[config.mk]
export PLATFORM = sky130hd
export DESIGN_NAME = seq_divider_module
export DESIGN_NICKNAME = d
export VERILOG_FILES = /design/src/rtl/seq_divider_module.sv
export SDC_FILE = /design/constraint.sdc
export NUM_CORES = 1
export LEC_CHECK = 0
export ABC_AREA = 1
export CAP_MARGIN = 0
export CORE_MARGIN = 5
export CORE_UTILIZATION = 30
export DETAILED_ROUTE_END_ITERATION = 6
export PLACE_DENSITY_LB_ADDON = 0.25
export RECOVER_POWER = 25
export SYNTH_ARGS = -nofsm -noshare
export SYNTH_HDL_FRONTEND = slang
export SYNTH_SLANG_ARGS = --single-unit
[constraint.sdc]
create_clock -name clk -period 1.85 [get_ports clk]
set_input_delay 0.37 -clock clk [delete_from_list [all_inputs] [get_ports clk]]
set_output_delay 0.37 -clock clk [all_outputs]
set_load 0.02 [all_outputs]
[src/rtl/seq_divider_module.sv]
`default_nettype none
// ============================================================================
// Module     : seq_divider_module
// Description: Sequential radix-2 restoring divider. One trial subtraction
//              (a + ~b + 1) per cycle, WIDTH iterations per division, then
//              quotient/remainder with divide-by-zero and overflow flags.
//              Build option: define DIV_SIGNED_EN for two's-complement
//              (truncating) division; undefined gives unsigned-only with v
//              tied low.
// Ports      : clk       - clock, rising edge
//              rst       - asynchronous active-high reset
//              start     - request, accepted when busy=0
//              dividend  - numerator   [WIDTH-1:0], sampled on acceptance
//              divisor   - denominator [WIDTH-1:0], sampled on acceptance
//              busy      - high while iterating
//              done      - one-cycle pulse, results valid
//              quotient  - result [WIDTH-1:0], held
//              remainder - result [WIDTH-1:0], held
//              dz        - divide-by-zero flag, held
//              v         - signed overflow flag, held
// Revision   : 1.0 - initial release
// ============================================================================
module seq_divider_module #(
    parameter int WIDTH = 4
) (
    input  logic             clk,
    input  logic             rst,
    input  logic             start,
    input  logic [WIDTH-1:0] dividend,
    input  logic [WIDTH-1:0] divisor,
    output logic             busy,
    output logic             done,
    output logic [WIDTH-1:0] quotient,
    output logic [WIDTH-1:0] remainder,
    output logic             dz,
    output logic             v
);
    localparam int               c_cnt_w   = $clog2(WIDTH + 1);
    localparam logic [c_cnt_w-1:0] c_cnt_load = c_cnt_w'(WIDTH);
    localparam logic [c_cnt_w-1:0] c_cnt_one  = c_cnt_w'(1);
    localparam logic [WIDTH-1:0] c_one     = WIDTH'(1);

    localparam logic [1:0] c_idle = 2'd0;
    localparam logic [1:0] c_run  = 2'd1;
    localparam logic [1:0] c_done = 2'd2;

    logic [1:0]         r_state;
    logic [1:0]         w_next;
    logic [c_cnt_w-1:0] r_cnt;
    logic [WIDTH-1:0]   r_rem;
    logic [WIDTH-1:0]   r_quo;
    logic [WIDTH-1:0]   r_den;
    logic [WIDTH-1:0]   r_quotient;
    logic [WIDTH-1:0]   r_remainder;
    logic               r_dz;
    logic               r_done;

    logic               w_accept;
    logic               w_div_zero;
    logic               w_last;
    logic [WIDTH-1:0]   w_dvd_mag;
    logic [WIDTH-1:0]   w_dvs_mag;
    logic [WIDTH:0]     w_shift;
    logic [WIDTH:0]     w_trial;
    logic               w_ge;
    logic [WIDTH-1:0]   w_rem_next;
    logic [WIDTH-1:0]   w_quo_next;
    logic [WIDTH-1:0]   w_quo_fix;
    logic [WIDTH-1:0]   w_rem_fix;

    assign w_accept   = start && (r_state != c_run);
    assign w_div_zero = (divisor == '0);
    assign w_last     = (r_cnt == c_cnt_one);

    // One restoring step. The partial remainder is always below the divisor,
    // so the shifted value is below 2*divisor and the WIDTH+1 bit trial
    // difference never wraps: its top bit is a reliable sign.
    assign w_shift    = {r_rem, r_quo[WIDTH-1]};
    assign w_trial    = w_shift + ~{1'b0, r_den} + (WIDTH+1)'(1);
    assign w_ge       = ~w_trial[WIDTH];
    assign w_rem_next = w_ge ? w_trial[WIDTH-1:0] : w_shift[WIDTH-1:0];
    assign w_quo_next = {r_quo[WIDTH-2:0], w_ge};

`ifdef DIV_SIGNED_EN
    logic r_q_neg;
    logic r_r_neg;
    logic r_v;

    // Magnitudes are held as unsigned WIDTH-bit values, so |most negative|
    // (2^(WIDTH-1)) is representable without a wider iteration path.
    assign w_dvd_mag = dividend[WIDTH-1] ? (~dividend + c_one) : dividend;
    assign w_dvs_mag = divisor[WIDTH-1]  ? (~divisor  + c_one) : divisor;
    assign w_quo_fix = r_q_neg ? (~w_quo_next + c_one) : w_quo_next;
    assign w_rem_fix = r_r_neg ? (~w_rem_next + c_one) : w_rem_next;
    assign v         = r_v;

    always_ff @(posedge clk or posedge rst) begin
        if (rst) begin
            r_q_neg <= 1'b0;
            r_r_neg <= 1'b0;
            r_v     <= 1'b0;
        end else if (w_accept) begin
            r_v <= 1'b0;
            if (!w_div_zero) begin
                r_q_neg <= dividend[WIDTH-1] ^ divisor[WIDTH-1];
                r_r_neg <= dividend[WIDTH-1];
            end
        end else if ((r_state == c_run) && w_last) begin
            // A positive quotient with the MSB set only arises from
            // most-negative / -1; the negation wraps back to most-negative.
            r_v <= !r_q_neg && w_quo_next[WIDTH-1];
        end
    end
`else
    assign w_dvd_mag = dividend;
    assign w_dvs_mag = divisor;
    assign w_quo_fix = w_quo_next;
    assign w_rem_fix = w_rem_next;
    assign v         = 1'b0;
`endif

    // State register
    always_ff @(posedge clk or posedge rst) begin
        if (rst) begin
            r_state <= c_idle;
        end else begin
            r_state <= w_next;
        end
    end

    // Next-state logic
    always_comb begin
        w_next = r_state;
        case (r_state)
            c_idle, c_done: begin
                if (start) begin
                    w_next = w_div_zero ? c_done : c_run;
                end else begin
                    w_next = c_idle;
                end
            end
            c_run:   w_next = w_last ? c_done : c_run;
            default: w_next = c_idle;
        endcase
    end

    // State-decoded outputs
    always_comb begin
        busy = (r_state == c_run);
    end

    // Datapath and result registers
    always_ff @(posedge clk or posedge rst) begin
        if (rst) begin
            r_cnt       <= '0;
            r_rem       <= '0;
            r_quo       <= '0;
            r_den       <= '0;
            r_quotient  <= '0;
            r_remainder <= '0;
            r_dz        <= 1'b0;
            r_done      <= 1'b0;
        end else begin
            // done is the registered image of the DONE state, so the pulse
            // follows the cycle in which results are committed.
            r_done <= (r_state == c_done);
            if (w_accept) begin
                if (w_div_zero) begin
                    r_quotient  <= '1;
                    r_remainder <= dividend;
                    r_dz        <= 1'b1;
                end else begin
                    r_rem <= '0;
                    r_quo <= w_dvd_mag;
                    r_den <= w_dvs_mag;
                    r_cnt <= c_cnt_load;
                    r_dz  <= 1'b0;
                end
            end else if (r_state == c_run) begin
                r_rem <= w_rem_next;
                r_quo <= w_quo_next;
                r_cnt <= r_cnt - c_cnt_one;
                if (w_last) begin
                    r_quotient  <= w_quo_fix;
                    r_remainder <= w_rem_fix;
                end
            end
        end
    end

    assign done      = r_done;
    assign quotient  = r_quotient;
    assign remainder = r_remainder;
    assign dz        = r_dz;

endmodule
`default_nettype wire

Word-level counts from Yosys, hierarchy flattened:

Index checks and enable logic that the tools add are counted.

* register bits after elaboration: 27
* bits of input ports: 11
* output and inout bits: 12
* logic and storage cells: 53

* add/sub/neg operators: 3
* eq/ne operators: 6
* muxes and demuxes: 23
* bitwise logic cells: 3
* reductions and logical operators: 9

Operators by type and width (count)
* $mux W4: 15
* $mux W3: 3
* $mux W2: 3
* $add A5 B1 Y5 const B: 1
* $add A5 B5 Y5: 1
* $not A4 Y5: 1
* $logic_not A4 Y1: 1
* $ne A2 B1 Y1 const B: 2
* $pmux W2 S2: 1
* $reduce_and A2 Y1: 2
* $reduce_bool A2 Y1: 2
* $eq A3 B1 Y1 const B: 1
* $reduce_and A3 Y1: 1
* $sub A3 B1 Y3 const B: 1
* $eq A2 B1 Y1 const B: 1
* $eq A2 B2 Y1 const B: 1
* $logic_not A2 Y1: 1
* $ne A2 B2 Y1 const B: 1
* $not A1 Y1: 2
* $reduce_or A2 Y1: 1
* $logic_and A1 B1 Y1: 1
* $mux W1: 1

Depth between registers and ports, before layout:

Gate-level depths: netlist (run 1).

* depth in word-level cells: 7
* gate-level depth with buffers: 12

Least setup slack after synthesis (run 1):

OpenSTA, ideal clock, no wires.

* path type: register -> register
* from: register r_quo[3]
* to: register r_remainder[3] (netlist: remainder[3])
* setup time: 113 ps
* arrival time: 1543 ps
* data required time: 1737 ps
* setup slack: 194 ps
* stages on the path, launching flop included: 12
* buffers on the path: 0
* clock period less this slack: 1656 ps
* cell sequence: dfrtp_1 inv_1 ha_1 fa_1 inv_1 nand3_1 nand3_1 nand2_1 nand3_1 nand3_1 nand2_1 inv_1

* word-level cells in the longest chain between the ends: 6

RTL lines
* start, declared: RTL line 51 `logic [WIDTH-1:0] r_quo;`
* start signal, assigned: RTL line 174 `r_quo <= w_dvd_mag;`
* start signal, assigned: RTL line 181 `r_quo <= w_quo_next;`
* $add A5 B5 Y5: RTL line 79 `assign w_trial = w_shift + ~{1'b0, r_den} + (WIDTH+1)'(1);`
* $add A5 B1 Y5: RTL line 79
* $mux W4: RTL line 81 `assign w_rem_next = w_ge ? w_trial[WIDTH-1:0] : w_shift[WIDTH-1:0];`
* $mux W4: RTL line 183 `if (w_last) begin`
* $mux W4: RTL line 179 `end else if (r_state == c_run) begin`
* $mux W4: RTL line 167 `if (w_accept) begin`
* end signal, assigned: RTL line 170 `r_remainder <= dividend;`
* end signal, assigned: RTL line 185 `r_remainder <= w_rem_fix;`
* end, declared: RTL line 54 `logic [WIDTH-1:0] r_remainder;`

Every way passes these cells. The select of a mux whose other input is x is not followed.
A chain may end at the register's enable or synchronous reset.

Worst setup path after layout (run 1):

* from: register r_quo[3]
* to: register r_remainder[1] (netlist: remainder[1])

Same word-level chain as after synthesis.

==> flow_summary.json, run 1 <==
{
  "synth_simple_gate_area_share_pct": 30.4,
  "synth_seq_area_share_pct": 44.7,
  "vertical_die_dimension_um": 81.0,
  "final_layout_size_suffix_gt1_share_pct": 17.5,
  "synth_ff_type": "sky130_fd_sc_hd__dfrtp_1",
  "synth_top_family_by_area": "simple AND/OR/NAND/NOR gates",
  "clkTransAtPathRegs_ps": 90,
  "cp-endpoint": "remainder[1]",
  "part_of_the_total_power_dissipated_in_the_clock_network_pct": 9.6,
  "postSynthRegisterBits": 27,
  "cell_internal_pwr_mw": 1.98,
  "synth_compound_area_share_pct": 7.95,
  "cts_hold_buffers": 0,
  "yosys.area.top_type": "sky130_fd_sc_hd__dfrtp_1",
  "io_buffer_count": 21,
  "dr.pass1.iters": 4,
  "post_drt_via_cell_ratio": 4.23,
  "synth_cells": 189,
  "design.die.area_um2": 6550,
  "sequentialPowerShare_pct": 28.1,
  "synth_area_per_cell_um2": 7.99,
  "leakagePower_nw": 1.00,
  "worstMarginPinSlew_ps": 704,
  "drt_drc_violations_left": 0,
  "drt.antenna.violating_nets": 0,
  "outcome": "complete, no violations",
  "report.power.total_mw": 3.61,
  "initial_core_util_pct": 31.4,
  "gp_routability_congestion": 0.760,
  "cp.buffers_inverters": 3,
  "antenna_found_initial": 0,
  "reg2reg_depth": 12,
  "slew_headroom_pct": 53.1,
  "critPathSlowestCell": "sky130_fd_sc_hd__dfrtp_1",
  "critPathLaunchType": "flop",
  "h-tree-depth": 1,
  "timing.critical_path.to_type": "flop",
  "count_of_placed_standard_cells_including_taps": 285,
  "instances_no_fill": 290,
  "comb_power_share_pct": 62.3,
  "period_minus_slack_ps": 1710,
  "crit_path_max_fanout": 5,
  "tritoncts.num_buffers": 3,
  "post_synth_fa_ha_maj_area_fraction_pct": 6.30,
  "crit_arrival_ps": 1940,
  "synthDominantCellAreaShare_pct": 44.7,
  "postLayoutSetupSlackWorst_ps": 137,
  "sw_frac_of_total_pct": 45.2,
  "hold-worst-slack_ps": 500,
  "synthTopCellsByArea": "sky130_fd_sc_hd__dfrtp_1, sky130_fd_sc_hd__nand2_1, sky130_fd_sc_hd__inv_1, sky130_fd_sc_hd__nand3_1, sky130_fd_sc_hd__nor2_1",
  "drt_iter0_markers": 35,
  "irDropWorstVdd_mv": 0.596,
  "num-nets-final": 242,
  "globalRoute.totalOverflow": 0,
  "grt_start_max_net_pins": 28,
  "synth-warning-count": 0,
  "drv_slew": 0,
  "synth_area_in_xor_xnor_pct": 0.580,
  "cts_num_sinks": 27,
  "cp_cell_sequence": "inv_1 > ha_2 > fa_2 > inv_1 > nand2_1 > nand2_1 > nand3_1 > nand2_2 > nand3_1 > nand3_1 > nand2_1 > inv_1",
  "r2r-start": "r_quo[3]",
  "die_x_um": 81.0,
  "grt.total_usage_pct": 10.7,
  "power-per-cell-area_nw_per_um2": 1820,
  "synth_fp_nets": 207,
  "cts_buffer_depth": 2,
  "post-route-period-util_pct": 92.6,
  "r2r_setup_slack_ps": 140,
  "coreArea_um2": 4820,
  "number_of_distinct_library_cells_after_synthesis": 26,
  "post_drt_wl_per_cell_um": 11.0,
  "insertion_delay_ps": 270,
  "tritoncts_clock_tree": "done",
  "syn_area_um2": 1510,
  "worst_clock_skew_ps": 1.77,
  "max_stage_delay_ps": 350,
  "cts-root-buf": "sky130_fd_sc_hd__clkbuf_8",
  "areaGrowthSynthToFinish_pct": 31.1,
  "worst-endpoint-required_ps": 2070,
  "grt_pass1_wl_mm": 5.43,
  "drt-total-wl_mm": 3.18,
  "cap_violations": 0,
  "async_reset_ff_share_pct": 100,
  "vias": 1228,
  "core.rowCount": 25,
  "worst_path_dominant_cell_family": "simple AND/OR/NAND/NOR gates",
  "switch_pwr_mw": 1.63,
  "critPathKind": "flop to flop",
  "detailedPlacementHpwl_mm": 2.47,
  "hold_class": "flop to flop",
  "design_area_um2": 1980,
  "first_global_vias": 1174,
  "antennaDiodeCount": 0,
  "r2r-end": "remainder[1]",
  "timing_hold_violations_final": 0,
  "top_level_ports": 23,
  "post_synth_mux_area_share_pct": 0,
  "post-place-ws_ps": 11.0,
  "postPlaceCellArea_um2": 1880,
  "cp-startpoint": "r_quo[3]",
  "setup_violating_endpoint_count_in_the_final_report": 0,
  "synth_enable_flop_cells": 0,
  "crit_cells": 12,
  "clock.fmax_mhz": 584
}
worst min path at each step:
stage,start,end,slack (ps),cells past startpoint
5_1_grt,r_state[0],done,540,1
2_1_floorplan,rst,done,420,1
3_5_place_dp,r_den[0],r_den[0],480,2
6_report,r_den[0],r_den[0],500,2
4_1_cts,rst,r_state[1],460,3
3_3_place_gp,r_den[0],r_den[0],480,2
repair_timing:
item	4_1_cts	5_1_grt
pin swaps	0	2
endpoints found under the setup margin	3	10
buffers inserted	0	1
resized for setup	2	12
per-layer routing:
layer  vias to the layer above  global-route usage (%)  share of wire [%]
li1                        653                       -                  -
met3                         5                    2.88                3.8
met4                         0                    3.55                1.4
met5                         -                       0                  0
met1                       554                    14.0                 47
met2                        16                    17.2                 48
cells in the final DEF (no fill, tap or decap), types with 3 or more instances in the layout:
cell type,count
sky130_fd_sc_hd__nor2_4,3
sky130_fd_sc_hd__nand3_2,8
sky130_fd_sc_hd__o21ai_1,5
sky130_fd_sc_hd__inv_1,30
sky130_fd_sc_hd__clkdlybuf4s50_1,19
sky130_fd_sc_hd__nor2_1,22
sky130_fd_sc_hd__or2_1,4
sky130_fd_sc_hd__a21oi_1,5
sky130_fd_sc_hd__clkbuf_8,3
sky130_fd_sc_hd__dfrtp_1,27
sky130_fd_sc_hd__nand2_4,5
sky130_fd_sc_hd__nand2_1,38
sky130_fd_sc_hd__inv_2,3
sky130_fd_sc_hd__ha_1,5
sky130_fd_sc_hd__buf_4,10
sky130_fd_sc_hd__nand3_1,12
sky130_fd_sc_hd__o21ai_0,7
worst min-delay path, delay by kind of cell (launching register included):
kind | cells | cell delay, ps
flops | 1 | 370
simple gates | 2 | 110
through the flow:
stage	TNS, ps	utilization, %
2_1_floorplan	0	-
3_3_place_gp	0	38.9
3_5_place_dp	0	38.9
4_1_cts	0	39.9
5_1_grt	-12.9	41.1
6_report	0	41.1
Yosys cell counts (3+ instances only):
library cell,n
sky130_fd_sc_hd__inv_1,29
sky130_fd_sc_hd__ha_1,6
sky130_fd_sc_hd__o21ai_1,5
sky130_fd_sc_hd__nand2_1,40
sky130_fd_sc_hd__or2_1,4
sky130_fd_sc_hd__nor2_1,22
sky130_fd_sc_hd__o21ai_0,7
sky130_fd_sc_hd__nand3_1,20
sky130_fd_sc_hd__nand2_4,4
sky130_fd_sc_hd__a21oi_1,5
sky130_fd_sc_hd__nor2_4,3
sky130_fd_sc_hd__dfrtp_1,27
sky130_fd_sc_hd__inv_2,4
cell type report:
| class | count | area, um2 |
|---|---|---|
| Fill cell | 500 | 2840 |
| Clock buffer | 4 | 45.0 |
| Tap cell | 67 | 83.8 |
| Multi-Input combinational cell | 126 | 742 |
| Inverter | 33 | 124 |
| Sequential cell | 27 | 676 |
| Timing Repair Buffer | 33 | 309 |
cells by family after synthesis:
logic type / count (synthesis)
and+or+nand+nor: 95
buffers and inverters: 36
DFF: 27
AOI/OAI and AO/OA: 22
adders and majority gates: 7
xor gates and xnor gates: 1
other: 1
registers in the layout (all words and copies together) (netlist names):
signal,flops
r_den,4
r_rem,4
r_cnt,3
quotient,4
dz,1
done,1
remainder,4
r_quo,4
r_state,2
power by group through the flow:
stage               combinational (mW)  clock, mW  sequential (mW)
global placement                  2.12          0             1.03
finish                            2.25      0.345             1.02
floorplan                         1.31          0             1.14
detailed placement                2.13          0             1.03
CTS                               2.13      0.366             1.02
global route                      2.54      0.375             1.05
Note: power is estimated with default switching activity, not from simulation.
==> run 2: changes to the inputs <==
--- a/config.mk
+++ b/config.mk
@@ -10,6 +10,7 @@
 export CORE_MARGIN = 5
 export CORE_UTILIZATION = 30
 export DETAILED_ROUTE_END_ITERATION = 6
+export HOLD_SLACK_MARGIN = 0.05
 export PLACE_DENSITY_LB_ADDON = 0.25
 export RECOVER_POWER = 25
 export SYNTH_ARGS = -nofsm -noshare
==> constraint.sdc (replaced) <==
create_clock -name clk -period 1.85 [get_ports clk]
set_input_delay 0.37 -clock clk [delete_from_list [all_inputs] [get_ports clk]]
set_output_delay 0.37 -clock clk [all_outputs]
set_load 0.1 [all_outputs]
==> flow_summary.json, run 2 (synthesis results as in run 1) <==
{
  "grt_start_max_net_pins": 28,
  "dr.pass1.iters": 5,
  "drt_iter0_markers": 31,
  "r2r-end": "quotient[0]",
  "clock.fmax_mhz": 580,
  "drt.antenna.violating_nets": 0,
  "worstMarginPinSlew_ps": 679,
  "final_layout_size_suffix_gt1_share_pct": 20.5,
  "cts_buffer_depth": 2,
  "r2r-start": "r_quo[3]",
  "post-route-period-util_pct": 93.2,
  "vertical_die_dimension_um": 81.0,
  "postPlaceCellArea_um2": 1960,
  "hold_class": "flop to flop",
  "design_area_um2": 2050,
  "cts_num_sinks": 27,
  "postLayoutSetupSlackWorst_ps": 126,
  "cts-root-buf": "sky130_fd_sc_hd__clkbuf_8",
  "vias": 1235,
  "die_x_um": 81.0,
  "cap_violations": 0,
  "setup_violating_endpoint_count_in_the_final_report": 0,
  "reg2reg_depth": 9,
  "outcome": "complete, no violations",
  "detailedPlacementHpwl_mm": 2.42,
  "tritoncts.num_buffers": 3,
  "antenna_found_initial": 0,
  "tritoncts_clock_tree": "done",
  "num-nets-final": 239,
  "cp-startpoint": "r_quo[3]",
  "drt_drc_violations_left": 0,
  "coreArea_um2": 4820,
  "worst-endpoint-required_ps": 2060,
  "io_buffer_count": 21,
  "critPathLaunchType": "flop",
  "top_level_ports": 23,
  "antennaDiodeCount": 0,
  "globalRoute.totalOverflow": 0,
  "crit_arrival_ps": 1940,
  "cp-endpoint": "quotient[0]",
  "initial_core_util_pct": 31.4,
  "post_drt_via_cell_ratio": 4.30,
  "post_drt_wl_per_cell_um": 11.2,
  "areaGrowthSynthToFinish_pct": 36.0,
  "critPathKind": "flop to flop",
  "layout_commonest_cell": "sky130_fd_sc_hd__nand2_1",
  "timing.critical_path.to_type": "flop",
  "first_global_vias": 1279,
  "post-place-ws_ps": 6.61,
  "drv_slew": 0,
  "final_util_pct": 42.6,
  "most_used_cells_in_the_layout_excluding_fill_and_tap_cells": "sky130_fd_sc_hd__nand2_1, sky130_fd_sc_hd__inv_1, sky130_fd_sc_hd__dfrtp_1, sky130_fd_sc_hd__nor2_1, sky130_fd_sc_hd__nand3_1",
  "h-tree-depth": 1,
  "insertion_delay_ps": 290,
  "drt-total-wl_mm": 3.22,
  "clkTransAtPathRegs_ps": 100,
  "setup-tns-final_ps": 0,
  "grt_pass1_wl_mm": 5.68,
  "core.rowCount": 25,
  "crit_path_max_fanout": 5,
  "design.die.area_um2": 6550,
  "slew_headroom_pct": 54.7,
  "gp_routability_congestion": 0.791,
  "worst_clock_skew_ps": 5.58,
  "timing_hold_violations_final": 0,
  "grt.total_usage_pct": 11.3,
  "r2r_setup_slack_ps": 130,
  "period_minus_slack_ps": 1720
}
==> run 2: layout make-up <==
cell class / count / area [um2]
flip-flops and latches: 27 / 676
repair buffers: 30 / 398
multi-input cells: 126 / 722
fillers: 505 / 2760
well taps: 67 / 83.8
clock inverters: 1 / 8.76
clock buffers: 3 / 41.3
inverters: 33 / 124
==> run 2: layer usage <==
metal | track usage (%) | wire [um] | up-vias
met5 | 0 | 0 | -
met4 | 4.05 | 49 | 0
met3 | 3.22 | 138 | 4
met2 | 18.7 | 1570 | 18
met1 | 13.9 | 1470 | 570
li1 | - | - | 643
==> run 2: through the flow <==
step | instances | hold slack (ps)
floorplan | 189 | 423
global placement | 282 | 471
detailed placement | 282 | 473
CTS | 286 | 452
global route | 287 | 532
finish | 287 | 493
==> run 2: what timing repair did <==
item	4_1_cts	5_1_grt
resized for setup	0	9
hold buffers	0	0
endpoints found under the setup margin	0	10
setup buffers	0	1
==> run 2: worst max-delay path, stage by stage, from the launching register on <==
cell,delay (ps)
sky130_fd_sc_hd__dfrtp_1,370
sky130_fd_sc_hd__inv_1,70
sky130_fd_sc_hd__ha_2,190
sky130_fd_sc_hd__fa_2,340
sky130_fd_sc_hd__inv_1,80
sky130_fd_sc_hd__nand3_1,80
sky130_fd_sc_hd__nand3_1,110
sky130_fd_sc_hd__nand2_2,120
sky130_fd_sc_hd__buf_4,160
sky130_fd_sc_hd__a31oi_1,140
==> run 2: worst min-delay path by stage <==
stage / startpoint / to / slack (ps) / cells after the start
final: r_den[0] / r_den[0] / 490 / 2
after CTS: rst / remainder[0] / 450 / 3
after detailed placement: r_den[0] / r_den[0] / 470 / 2
after global placement: r_den[0] / r_den[0] / 470 / 2
after global routing: r_den[0] / r_den[0] / 530 / 2
after floorplan: rst / done / 420 / 1
Power of run 2 is not shown: default switching activity piles up to over one toggle a cycle in this logic, so the estimate is an artifact.
==> run 3: changes to the inputs <==
--- a/config.mk
+++ b/config.mk
@@ -10,9 +10,11 @@
 export CORE_MARGIN = 5
 export CORE_UTILIZATION = 30
 export DETAILED_ROUTE_END_ITERATION = 6
+export GPL_ROUTABILITY_DRIVEN = 1
 export HOLD_SLACK_MARGIN = 0.05
 export PLACE_DENSITY_LB_ADDON = 0.25
 export RECOVER_POWER = 25
+export SLEW_MARGIN = 20
 export SYNTH_ARGS = -nofsm -noshare
 export SYNTH_HDL_FRONTEND = slang
 export SYNTH_SLANG_ARGS = --single-unit
==> results of run 3 <==
Same layout as run 2: the final DEF is identical, and so are final timing and power.
Power of run 3 is left out for the same reason.
